--- config.mk ---
export PLATFORM = sky130hd
export DESIGN_NAME = vector_scale_add_mc
export DESIGN_NICKNAME = d
export VERILOG_FILES = /design/src/rtl/vector_scale_add_mc.sv
export SDC_FILE = /design/constraint.sdc
export NUM_CORES = 2
export LEC_CHECK = 0
export ABC_CLOCK_PERIOD_IN_PS = 12400
export CAP_MARGIN = 20
export CORE_UTILIZATION = 50
export DETAILED_ROUTE_END_ITERATION = 8
export PLACE_DENSITY = 0.74
export SLEW_MARGIN = 25
export SYNTH_ARGS = -nofsm -noshare
export SYNTH_HDL_FRONTEND = slang
export SYNTH_SLANG_ARGS = --single-unit
export TNS_END_PERCENT = 20
--- constraint.sdc ---
create_clock -name clk -period 12.4 [get_ports clk]
set_input_delay 3.72 -clock clk [delete_from_list [all_inputs] [get_ports clk]]
set_output_delay 3.72 -clock clk [all_outputs]
set_load 0.005 [all_outputs]
--- src/rtl/vector_scale_add_mc.sv ---
// Multi-cycle vector scale-add: P[i] = Y[i] +/- w*X[i], LANES elements per pass.
// Optional: define VSAD_SATURATE_EN to clamp out-of-range results and flag them on ovf.
module vector_scale_add_mc #(
   parameter int unsigned LENGTH     = 5,
   parameter int unsigned LANES      = 1,
   parameter int unsigned MUL_STAGES = 3
) (
   input  logic                  clk,
   input  logic                  aresetn,
   input  logic                  sclr,
   input  logic                  ce,
   input  logic                  in_valid,
   output logic                  in_ready,
   input  logic                  sub,
   input  logic [31:0]           w,
   input  logic [32*LENGTH-1:0]  X,
   input  logic [64*LENGTH-1:0]  Y,
   output logic                  out_valid,
   input  logic                  out_ready,
   output logic [64*LENGTH-1:0]  P,
   output logic [LENGTH-1:0]     ovf
);

   localparam int unsigned PASSES = (LENGTH + LANES - 1) / LANES;
   localparam int unsigned PW     = (PASSES > 1) ? $clog2(PASSES) : 1;
`ifdef VSAD_SATURATE_EN
   localparam int unsigned SW     = 65;
`else
   localparam int unsigned SW     = 64;
`endif

   localparam logic [1:0] IDLE  = 2'd0;
   localparam logic [1:0] RUN   = 2'd1;
   localparam logic [1:0] DRAIN = 2'd2;
   localparam logic [1:0] DONE  = 2'd3;

   logic [1:0]           state_q, state_d;
   logic [PW-1:0]        pass_q, pass_d;
   logic                 accept, issue, last_pass;

   logic signed [31:0]   w_q;
   logic [32*LENGTH-1:0] x_q;
   logic [64*LENGTH-1:0] y_q;
   logic                 sub_q;

   logic [MUL_STAGES-1:0] vld_q, vld_d;
   logic [PW-1:0]         pass_pipe_q [MUL_STAGES];
   logic signed [63:0]    prod_q [MUL_STAGES][LANES];
   logic signed [31:0]    mul_x [LANES];

   logic signed [SW-1:0]  sum_e [LENGTH];
   logic [LENGTH-1:0]     wb_e;
   logic [63:0]           p_q [LENGTH];
   logic [63:0]           p_d [LENGTH];

   assign in_ready  = ce && (state_q == IDLE);
   assign accept    = in_valid && in_ready;
   assign issue     = (state_q == RUN);
   assign last_pass = (pass_q == PW'(PASSES - 1));
   assign out_valid = (state_q == DONE);

   always_comb begin
      state_d = state_q;
      pass_d  = pass_q;
      unique case (state_q)
         IDLE: begin
            if (accept) begin
               state_d = RUN;
               pass_d  = '0;
            end
         end
         RUN: begin
            if (last_pass) state_d = DRAIN;
            else           pass_d  = pass_q + 1'b1;
         end
         DRAIN: begin
            if (!(|vld_q)) state_d = DONE;
         end
         DONE: begin
            if (out_ready) state_d = IDLE;
         end
         default: state_d = IDLE;
      endcase
   end

   always_comb begin
      vld_d    = vld_q << 1;
      vld_d[0] = issue;
   end

   // Route each element of the current pass onto its lane; idle lanes multiply zero.
   always_comb begin
      for (int l = 0; l < LANES; l++) mul_x[l] = '0;
      for (int i = 0; i < LENGTH; i++) begin
         if (pass_q == PW'(i / LANES)) mul_x[i % LANES] = $signed(x_q[32*i +: 32]);
      end
   end

   always_comb begin
      for (int i = 0; i < LENGTH; i++) begin
         wb_e[i] = vld_q[MUL_STAGES-1] && (pass_pipe_q[MUL_STAGES-1] == PW'(i / LANES));
         if (sub_q) begin
            sum_e[i] = SW'($signed(y_q[64*i +: 64])) - SW'(prod_q[MUL_STAGES-1][i % LANES]);
         end else begin
            sum_e[i] = SW'($signed(y_q[64*i +: 64])) + SW'(prod_q[MUL_STAGES-1][i % LANES]);
         end
         p_d[i] = p_q[i];
         if (wb_e[i]) begin
`ifdef VSAD_SATURATE_EN
            if (sum_e[i][64] != sum_e[i][63]) begin
               p_d[i] = sum_e[i][64] ? 64'h8000_0000_0000_0000 : 64'h7FFF_FFFF_FFFF_FFFF;
            end else begin
               p_d[i] = sum_e[i][63:0];
            end
`else
            p_d[i] = sum_e[i][63:0];
`endif
         end
      end
   end

   always_ff @(posedge clk or negedge aresetn) begin
      if (!aresetn) begin
         state_q <= IDLE;
         pass_q  <= '0;
         vld_q   <= '0;
         for (int i = 0; i < LENGTH; i++) p_q[i] <= '0;
      end else if (sclr) begin
         state_q <= IDLE;
         pass_q  <= '0;
         vld_q   <= '0;
         for (int i = 0; i < LENGTH; i++) p_q[i] <= '0;
      end else if (ce) begin
         state_q <= state_d;
         pass_q  <= pass_d;
         vld_q   <= vld_d;
         p_q     <= p_d;
      end
   end

   always_ff @(posedge clk) begin
      if (accept) begin
         w_q   <= $signed(w);
         x_q   <= X;
         y_q   <= Y;
         sub_q <= sub;
      end
   end

   // Multiplier bank: product formed at issue, then carried MUL_STAGES-1 more stages.
   always_ff @(posedge clk) begin
      if (ce) begin
         for (int l = 0; l < LANES; l++) prod_q[0][l] <= 64'(w_q) * 64'(mul_x[l]);
         pass_pipe_q[0] <= pass_q;
         for (int s = 1; s < MUL_STAGES; s++) begin
            prod_q[s]      <= prod_q[s-1];
            pass_pipe_q[s] <= pass_pipe_q[s-1];
         end
      end
   end

`ifdef VSAD_SATURATE_EN
   logic [LENGTH-1:0] ovf_q, ovf_d;

   always_comb begin
      ovf_d = ovf_q;
      if (accept) ovf_d = '0;
      for (int i = 0; i < LENGTH; i++) begin
         if (wb_e[i] && (sum_e[i][64] != sum_e[i][63])) ovf_d[i] = 1'b1;
      end
   end

   always_ff @(posedge clk or negedge aresetn) begin
      if (!aresetn)  ovf_q <= '0;
      else if (sclr) ovf_q <= '0;
      else if (ce)   ovf_q <= ovf_d;
   end

   assign ovf = ovf_q;
`else
   assign ovf = '0;
`endif

   for (genvar i = 0; i < LENGTH; i++) begin : g_p
      assign P[64*i +: 64] = p_q[i];
   end

endmodule

==> summary.txt <==
Synth
  – Yosys reg bits: 1,042
  – Top post-synthesis cells by count: inv_1, fa_1, nand2_1
  – Ys Warns: 0
  – Mapped Area: 90,000 sq um
  – Post-synth EDFFs: 714
  – Seq/Total Area, Yosys: 32.9%
  – Most frequent cell after synthesis: inv_1
  – Unique masters post-synth: 104
  – Mapped Cells: 8,771
  – Synth top area cells: fa_1, edfxtp_1, dfrtp_1
  – Synth top area share: 24.2%
  – Async SR Flop Fraction: 31.5%
  – Post-synth top flop: edfxtp_1
  – Avg Cell Area, Syn: 10.3 sq um
  – Cell taking the most area after synthesis: fa_1

Global route
  – Vias in the first global route: 72,100
  – Global Route Usage Sum: 32.7%
  – Largest net degree at the start of global routing: 193
  – First-pass GRT wire length: 443 mm
  – Grt ovf: 0
  – Initial antenna violation count: 49

Clock network
  – Setup Fix Bufs, Post-CTS: 0
  – Worst skew pair latency: 0.79 ns
  – Cts repair resizes: 0
  – H-Tree Depth: 3
  – Clock Sink Count: 1,042
  – Number of buffers on the longest clock path: 3
  – TritonCTS clock tree: yes
  – Total CTS buffers: 115
  – Clock Pin Slew Worst Setup and Hold Paths: 0.06 ns
  – CTS Root Cell: clkbuf_16
  – Number of hold buffers added after cts: 0

Routing
  – Vias: 69,200
  – Post-Route WL: 298 mm
  – DRC violations left: 0
  – ANT nets after route: 0
  – Mean routed wirelength per cell: 24.9 um
  – Via-to-Cell Ratio: 5.78
  – DRT Pass-1 Iters: 6
  – 1st-iter DRT viols: 5,803

STA
  – Finish-stage setup viols: 0
  – Final Hold Vio Count: 0
  – Slew Limit Headroom: 22.2%
  – Final min period: 11.02 ns
  – Setup Skew: 0.0613 ns
  – Final Max Slew Viols: 0
  – Least-Margin Pin Slew: 1.16 ns
  – Setup TNS: 0 ns
  – Fmax achieved: 90.7 MHz
  – Final period util: 88.9%
  – RSZ-0062 raised after global routing: no

Worst setup path
  – Critical Path End Type: flop
  – Critical path class: reg -> reg
  – Most frequent CP cell: fa_1
  – Crit-path max FO: 32
  – Highest-delay cell along the critical path: fa_1
  – Reg2Reg Setup Slack: 1.38 ns
  – Critical path data arrival time: 11.51 ns
  – Reg2Reg Depth: 33
  – R2R Path Start: pass_q[0]
  – R2R Path End: prod_q[0][63]
  – Crit start category: flop
  – Max incr delay on CP: 0.88 ns
  – Required @ worst endpoint: 12.88 ns

Final layout
  – Footprint of the multi-input gates: 55,200 sq um
  – Layout fillers: 14,900
  – Layout cell share with drive strength beyond 1: 4.92%
  – Final core occ: 59.1%
  – Layout area overhead: 17.3%
  – Nets: 11,600
  – Register area: 29,600 sq um

Place
  – Gpl congestion: 0.968
  – IO Port Bufs: 840
  – Hpwl dp: 234 mm

Run status
  – Status: completed

Floorplanning
  – Initial Util: 50.4%
  – Die X: 426 um
  – Die Ht: 426 um
  – I/O pin cnt: 846
  – Core ar.: 179,000 sq um
  – Rows: 155
  – Die ar.: 182,000 sq um

Flow run
  – Max-cap viol count: 0

Worst hold path
  – WHS Path Cells: 0
  – Hold Path End: prod_q[0][161]
  – HP Class: reg -> reg
  – HP Start: prod_q[0][97]
-- per-stage QoR --
step                hold slack [ns]  instances  worst slack (ns)  cell area (sq um)
floorplan                     0.400       8775              1.77              90100
global placement              0.400      11700              1.81             101000
detailed placement            0.405      11700              1.48             101000
CTS                           0.348      11900              1.44             105000
global route                  0.370      12000             0.828             106000
finish                        0.364      12000              1.38             106000
-- routing by layer --
| metal | routed length, um | vias up | GRT usage [%] |
|---|---|---|---|
| met5 | 0 | - | 0 |
| met4 | 19200 | 0 | 18.7 |
| met3 | 22800 | 741 | 5.27 |
| met2 | 142000 | 3263 | 54.4 |
| met1 | 114000 | 34600 | 40.3 |
| li1 | - | 30600 | - |
-- critical path, delay by kind of cell (launching register included) --
family                   cells  cell delay [ns]
buffers and inverters        8             2.06
adder cells (fa/ha/maj)     10             5.00
AO/OA/AOI/OAI                6             1.10
XOR/XNOR                     1             0.13
AND/OR/NAND/NOR              8             2.02
flip-flops                   1             0.44
-- logic make-up after synthesis --
kind of cell    share of synthesized area [%]
xor+xnor                                 3.96
fa+ha+maj                                31.2
other cells                           0.00416
mux                                     0.156
simple gates                             13.5
compound gates                           11.9
flops                                    32.9
buf+inv                                  6.32
-- registers in the layout (all words and copies together), names as in the netlist --
signal,flops
P,320
pass_pipe_q,9
pass_q,3
prod_q,192
state_q,2
sub_q,1
vld_q,3
w_q,32
x_q,160
y_q,320
-- how the worst max path moves through the flow --
stage	start	end	slack [ns]	cells past startpoint
2_1_floorplan	ce	sub_q	1.77	2
3_3_place_gp	pass_q[1]	prod_q[0][61]	1.81	33
3_5_place_dp	pass_q[0]	prod_q[0][61]	1.48	33
4_1_cts	pass_q[1]	prod_q[0][61]	1.44	33
5_1_grt	pass_q[0]	prod_q[0][61]	0.83	33
6_report	pass_q[0]	prod_q[0][63]	1.38	33
-- placed cells by master (no fill, tap or decap), types with 84 or more instances in the layout --
cell and instances:
a21o_1 235, edfxtp_1 714, nor2_1 341, ha_1 508
dfrtp_1 328, nand2b_1 84, xor2_1 146, buf_4 143
xnor2_1 247, nor2b_1 280, nor3_1 110, clkbuf_16 115
fa_1 1087, inv_1 1105, nand2_1 1039, o21ai_0 427
and2_1 304, clkdlybuf4s50_1 837, a21oi_1 489
-- final cells by class --
class | instances | area share (%)
flip-flops and latches | 1042 | 28.1
inverters | 1105 | 3.93
repair buffers | 987 | 9.08
well taps | 2355 | 2.79
multi-input cells | 6225 | 52.2
diodes | 34 | 0.0805
clock inverters | 73 | 0.904
clock buffers | 145 | 2.93
Power is left out: the tool's default activity adds up to more than one toggle a clock period on the data nets, which glitch-free logic cannot reach.
